==> src/rtl/arbiter_puf_engine.sv <==
// Multi-chain XOR arbiter PUF with its own launch sequencer and majority voting.
// Optional feature macro: PUF_STABILITY_EN (enables the unstable-bit counter).

module puf_chain #(
    parameter int C_LENGTH = 16
) (
    input  logic                launch,
    input  logic [C_LENGTH-1:0] chal,
    output logic                q
);
    logic top_path;
    logic bot_path;

    // Crossed mux pair per stage: a set challenge bit swaps the two racing paths.
    always_comb begin
        top_path = launch;
        bot_path = launch;
        for (int i = 0; i < C_LENGTH; i++) begin
            if (chal[i]) {top_path, bot_path} = {bot_path, top_path};
        end
    end

    // Arbiter: records which edge won the race; deliberately unreset.
    always_ff @(posedge bot_path) q <= top_path;
endmodule

module arbiter_puf_engine #(
    parameter int C_LENGTH   = 16,
    parameter int N_CHAINS   = 2,
    parameter int N_EVAL     = 5,
    parameter int RESP_BITS  = 8,
    parameter int SETTLE_CYC = 4,
    localparam int UW        = $clog2(RESP_BITS + 1)
) (
    input  logic                 clk,
    input  logic                 rst_n,
    input  logic                 start,
    input  logic [C_LENGTH-1:0]  seed,
    output logic                 busy,
    output logic                 resp_valid,
    output logic [RESP_BITS-1:0] response,
    output logic [UW-1:0]        unstable_cnt
);
    localparam int CW = (SETTLE_CYC > 1) ? $clog2(SETTLE_CYC) : 1;
    localparam int EW = (N_EVAL > 1) ? $clog2(N_EVAL) : 1;
    localparam int OW = $clog2(N_EVAL + 1);
    localparam int BW = (RESP_BITS > 1) ? $clog2(RESP_BITS) : 1;
    localparam logic [CW-1:0] CNT_LAST = CW'(SETTLE_CYC - 1);
    localparam logic [EW-1:0] EV_LAST  = EW'(N_EVAL - 1);
    localparam logic [BW-1:0] BIT_LAST = BW'(RESP_BITS - 1);
    localparam logic [OW-1:0] HALF     = OW'(N_EVAL / 2);
    localparam logic [OW-1:0] ALL      = OW'(N_EVAL);

    typedef enum logic [1:0] {IDLE, ARM, FIRE, DECIDE} state_t;

    state_t                             state, nxt;
    logic                               launch;
    logic [C_LENGTH-1:0]                chal;
    logic [N_CHAINS-1:0][C_LENGTH-1:0]  chain_chal;
    logic [N_CHAINS-1:0]                arb_q;
    logic [N_CHAINS-1:0]                sync1, sync2;
    logic [CW-1:0]                      cnt;
    logic [EW-1:0]                      ev;
    logic [OW-1:0]                      ones;
    logic [BW-1:0]                      bit_idx;
    logic                               xbit;
    logic                               vote;
    logic [C_LENGTH-1:0]                chal_step;

    for (genvar j = 0; j < N_CHAINS; j++) begin : g_chain
        localparam int ROT = j % C_LENGTH;
        assign chain_chal[j] = (chal << ROT) | (chal >> ((C_LENGTH - ROT) % C_LENGTH));
        puf_chain #(.C_LENGTH(C_LENGTH)) u_chain (
            .launch (launch),
            .chal   (chain_chal[j]),
            .q      (arb_q[j])
        );
    end

    always_ff @(posedge clk or negedge rst_n) begin
        if (!rst_n) begin
            sync1 <= '0;
            sync2 <= '0;
        end else begin
            sync1 <= arb_q;
            sync2 <= sync1;
        end
    end

    assign xbit      = ^sync2;
    assign vote      = (ones > HALF);
    assign chal_step = {chal[C_LENGTH-2:0], chal[C_LENGTH-1] ^ chal[0]};

    always_comb begin
        nxt = state;
        case (state)
            IDLE:    if (start) nxt = ARM;
            ARM:     if (cnt == CNT_LAST) nxt = FIRE;
            FIRE:    if (cnt == CNT_LAST) nxt = (ev == EV_LAST) ? DECIDE : ARM;
            DECIDE:  nxt = (bit_idx == BIT_LAST) ? IDLE : ARM;
            default: nxt = IDLE;
        endcase
    end

    always_ff @(posedge clk or negedge rst_n) begin
        if (!rst_n) begin
            state      <= IDLE;
            launch     <= 1'b0;
            chal       <= '0;
            cnt        <= '0;
            ev         <= '0;
            ones       <= '0;
            bit_idx    <= '0;
            busy       <= 1'b0;
            resp_valid <= 1'b0;
            response   <= '0;
        end else begin
            state  <= nxt;
            // Launch is high for exactly the FIRE cycles.
            launch <= (nxt == FIRE);
            case (state)
                IDLE: if (start) begin
                    chal       <= seed;
                    cnt        <= '0;
                    ev         <= '0;
                    ones       <= '0;
                    bit_idx    <= '0;
                    response   <= '0;
                    busy       <= 1'b1;
                    resp_valid <= 1'b0;
                end
                ARM: cnt <= (cnt == CNT_LAST) ? '0 : cnt + 1'b1;
                FIRE: begin
                    if (cnt == CNT_LAST) begin
                        cnt  <= '0;
                        ones <= ones + OW'(xbit);
                        if (ev != EV_LAST) ev <= ev + 1'b1;
                    end else begin
                        cnt <= cnt + 1'b1;
                    end
                end
                DECIDE: begin
                    response[bit_idx] <= vote;
                    chal              <= chal_step;
                    ones              <= '0;
                    ev                <= '0;
                    if (bit_idx == BIT_LAST) begin
                        busy       <= 1'b0;
                        resp_valid <= 1'b1;
                    end else begin
                        bit_idx <= bit_idx + 1'b1;
                    end
                end
                default: ;
            endcase
        end
    end

`ifdef PUF_STABILITY_EN
    logic [UW-1:0] unst_q;
    always_ff @(posedge clk or negedge rst_n) begin
        if (!rst_n)
            unst_q <= '0;
        else if (state == IDLE && start)
            unst_q <= '0;
        else if (state == DECIDE && ones != '0 && ones != ALL)
            unst_q <= unst_q + 1'b1;
    end
    assign unstable_cnt = unst_q;
`else
    assign unstable_cnt = '0;
`endif
endmodule

==> config.mk <==
export PLATFORM = sky130hd
export DESIGN_NAME = arbiter_puf_engine
export DESIGN_NICKNAME = d
export VERILOG_FILES = /design/src/rtl/arbiter_puf_engine.sv
export SDC_FILE = /design/constraint.sdc
export NUM_CORES = 1
export LEC_CHECK = 0
export CORE_ASPECT_RATIO = 0.7
export CORE_MARGIN = 4
export CORE_UTILIZATION = 30
export DETAILED_ROUTE_END_ITERATION = 8
export DONT_BUFFER_PORTS = 1
export HOLD_SLACK_MARGIN = 0.02
export PLACE_DENSITY_LB_ADDON = 0.15
export SYNTH_ARGS = -nofsm -noshare
export SYNTH_HDL_FRONTEND = slang
export SYNTH_HIERARCHICAL = 1
export SYNTH_SLANG_ARGS = --single-unit
==> constraint.sdc <==
create_clock -name clk -period 3.53 [get_ports clk]
set_input_delay 0.1765 -clock clk [delete_from_list [all_inputs] [get_ports clk]]
set_output_delay 0.1765 -clock clk [all_outputs]
set_load 0.02 [all_outputs]
### Word-level counts from Yosys, hierarchy flattened

Index checks and enable logic that the tools add are counted.

| storage, ports and cells | value |
|---|---|
| register bits | 27 |
| word-level logic and storage cells | 73 |
| output and inout bits | 14 |

| cells by class | value |
|---|---|
| magnitude comparators | 3 |
| reductions and logical operators | 13 |
| equality and inequality tests | 13 |
| mux-type cells | 28 |
| add/subtract/negate cells | 4 |

Operator list:

| operator | count |
|---|---|
| case mux 3 bit (3 select lines) | 2 |
| case mux 8 bit (2 select lines) | 1 |
| 2-to-1 mux 3 bit | 5 |
| 2-to-1 mux 2 bit | 6 |
| != test 2 bit, second input constant | 5 |
| AND reduction 3 bit | 3 |
| bitwise mux 8 bit | 1 |
| equality test 2 bit, second input constant | 4 |
| 2-to-1 mux 8 bit | 1 |
| case mux 2 bit (4 select lines) | 1 |
| adder 3 x 1 -> 3 bit, second input constant | 2 |
| equality test 3 bit, second input constant | 2 |
| 2-to-1 mux 1 bit | 6 |
| case mux 3 bit (2 select lines) | 1 |
| less-than comparator 3 x 4 -> 1 bit, second input constant | 1 |
| case mux 1 bit (2 select lines) | 2 |
| case mux 2 bit (2 select lines) | 1 |
| AND reduction 2 bit | 2 |
| AND reduction 4 bit | 1 |
| nonzero test 2 bit | 2 |
| adder 3 x 1 -> 3 bit | 1 |
| demux 1 bit (select 3 bit) | 1 |
| greater-or-equal comparator 3 x 1 -> 1 bit, second input constant | 1 |
| greater-than comparator 3 x 2 -> 1 bit, second input constant | 1 |
| 8 further kinds | 8 |

### Logic depth before layout (Yosys ltp)

| depth | value |
|---|---|
| word-level depth | 6 |
| gate-level depth with buffers | 8 |
| mapped depth without buffers | 6 |

### Hierarchy

Netlist, hierarchy kept.

By module, submodules not included:

| module | area each (um^2) | cells each | sequential area each (um^2) | instances |
|---|---|---|---|---|
| arbiter_puf_engine | 2,296.0 | 240 | 1,101.1 | 1 |
| puf_chain | 20.0 | 1 | 20.0 | 2 |

==> results.ini <==
[sta]
rsz0062_at_grt = false
maxSlewViolCount = 0
max_slew.worst_pin.slew_ps = 576
post-route-period-util_pct = 65.3
relSlewSlack_pct = 61.4
setup_viol = 0
fin_ws_ps = 1220
hold_viol = 0
whs_ps = 75.5
fin_skew_ps = 1.94
layout_min_cycle_time_ps = 2310
fmax_mhz = 434
unclocked_regs = 2
setup-tns-final_ps = 0
untimed_endpoints = 4

[clocking]
htreeDepth = 1
cts_setup_buffers = 0
cts_max_path_buffers = 2
cts_root_buffer = clkbuf_8
cts_made_buffers = 3
clock_latency_ps = 270
clkTransAtPathRegs_ps = 100
cts_tree = built

[critical_path]
path_class = reg2reg
arrival_ps = 2470
crit_end = ones[2]
worstPathRequired_ps = 3700
rr_endpoint = ones[2]
r2r-start = state[1]
start_kind = flip-flop
startpoint = state[1]
cp-end-kind = flip-flop
max_stage_delay_ps = 470
path_max_fanout = 12
slowest_stage = nor2b_1
r2r_setup_slack_ps = 1220
r2r_cells = 7
crit_chain = inv_1 -> ha_1 -> nor2b_1 -> buf_4 -> nor3_1 -> mux2_2 -> a22o_1

[floorplanning]
die_h_um = 69.7
coreArea_um2 = 5260
dieArea_um2 = 6700
rows = 22
initial_core_util_pct = 31.0
num_io_pins = 33
dieWidth_um = 96.1

[logic_synthesis]
syn_area_per_cell_um2 = 9.42
yosys_warnings = 6
netlist_area_um2 = 1630
synthCells = 173

[routing]
drt-total-wl_mm = 3.43
drt_iter0_drc = 70
final_antenna_net_count = 0
vias = 1161
vias_per_cell = 4.92
drc = 0
dr.pass1.iters = 4
wl_per_cell_um = 14.5

[placement]
place_area_um2 = 1640
gp_congestion = 0.731
dpl.hpwl_mm = 2.50
port_buffers = 0
pre_cts_slack_ps = 1250
dp_cells = 230

[pwr]
ir_drop_v = 0.000169
powerDensity_nw_per_um2 = 339
p_leak_nw = 0.737
finalPower_mw = 0.590

[global_route]
gr-usage-all-layers_pct = 10.8
grt_max_degree = 29
grt_pass1_vias = 1114
antenna_found_initial = 0
grt_first_pass_wirelength_mm = 5.70
overflow = 0

[min_path]
hp-class = in2reg

[layout]
utilization_pct = 33.2
fin_nets = 195
design_area_um2 = 1740
area_delta_synth_final_pct = 6.91
drive_above_1_share_pct = 6.10
finalNonFillerCells = 236
antenna_cells = 0

[run]
drv_cap = 0

[outcome]
run_status = finished clean

metal layers:
| metal | track usage [%] | routed length (um) |
|---|---|---|
| met1 | 16.5 | 1840 |
| met2 | 14.7 | 1390 |
| met3 | 4.01 | 187 |
| met4 | 0.946 | 10 |
| met5 | 0 | 0 |
sequential cells by signal (all words and copies together) (netlist names):
| register | flops |
|---|---|
| sync2 | 2 |
| g_chain.u_chain/q | 2 |
| state | 2 |
| ev | 3 |
| busy | 1 |
| bit_idx | 3 |
| ones | 3 |
| resp_valid | 1 |
| response | 8 |
| launch | 1 |
| cnt | 2 |
| sync1 | 2 |
where the power goes:
group / leakage [nW] / internal, mW / total, mW / switching (mW)
Sequential: 0.362 / 0.320 / 0.320 / 0
Clock: 0.0357 / 0.152 / 0.255 / 0.103
Combinational: 0.340 / 0.00408 / 0.0152 / 0.0111
layout by cell type, fill, tap and decap left out, drive strengths merged:
| cell | n |
|---|---|
| mux2i | 3 |
| a32o | 1 |
| or4b | 1 |
| a21boi | 1 |
| o21bai | 2 |
| conb | 4 |
| clkinv | 1 |
| nand3 | 4 |
| dfxtp | 2 |
| buf | 2 |
| o21a | 1 |
| clkbuf | 3 |
| a31oi | 3 |
| and3b | 1 |
| o22ai | 4 |
| a22oi | 2 |
| nand2 | 16 |
| o2bb2ai | 2 |
| o211ai | 2 |
| bufinv | 1 |
| o21ai | 18 |
| o31ai | 2 |
| o221ai | 1 |
| dfrtp | 28 |
| mux2 | 1 |
| a32oi | 1 |
| inv | 9 |
| nand2b | 5 |
| nand4 | 2 |
| ha | 11 |
| xor2 | 1 |
| nor2b | 3 |
| nor3 | 3 |
| a221o | 1 |
| a21oi | 7 |
| nor2 | 10 |
| a22o | 4 |
| dlygate4sd3 | 1 |
critical path: cells and delay by family (launching register included):
kind,cells,cell delay (ps)
AND/OR/NAND/NOR,2,520
adder cells (fa/ha/maj),1,460
flip-flops,1,450
multiplexers,1,260
AO/OA/AOI/OAI,1,190
buffers and inverters,2,330
worst min path at each step:
stage,depth (start not counted),slack [ps],end,startpoint
after floorplan,0,-120,bit_idx[0],rst_n
after global placement,0,-120,response[7],rst_n
after detailed placement,0,-120,response[5],rst_n
after CTS,2,60,cnt[0],start
after global routing,2,80,cnt[0],start
final,2,80,cnt[0],start
final cells by class:
cell class | instances | area, um2
Clock buffer | 3 | 41.3
Clock inverter | 1 | 30.0
Fill cell | 547 | 3510
Inverter | 10 | 37.5
Multi-Input combinational cell | 117 | 766
Sequential cell | 30 | 741
Tap cell | 72 | 90.1
Timing Repair Buffer | 3 | 37.5
timing repair:
action / in CTS / in global routing
hold buffers: 2 / 0
gates resized for setup: 0 / 0
hold endpoints to repair: 28 / 0
(Power assumes the default switching activity.)
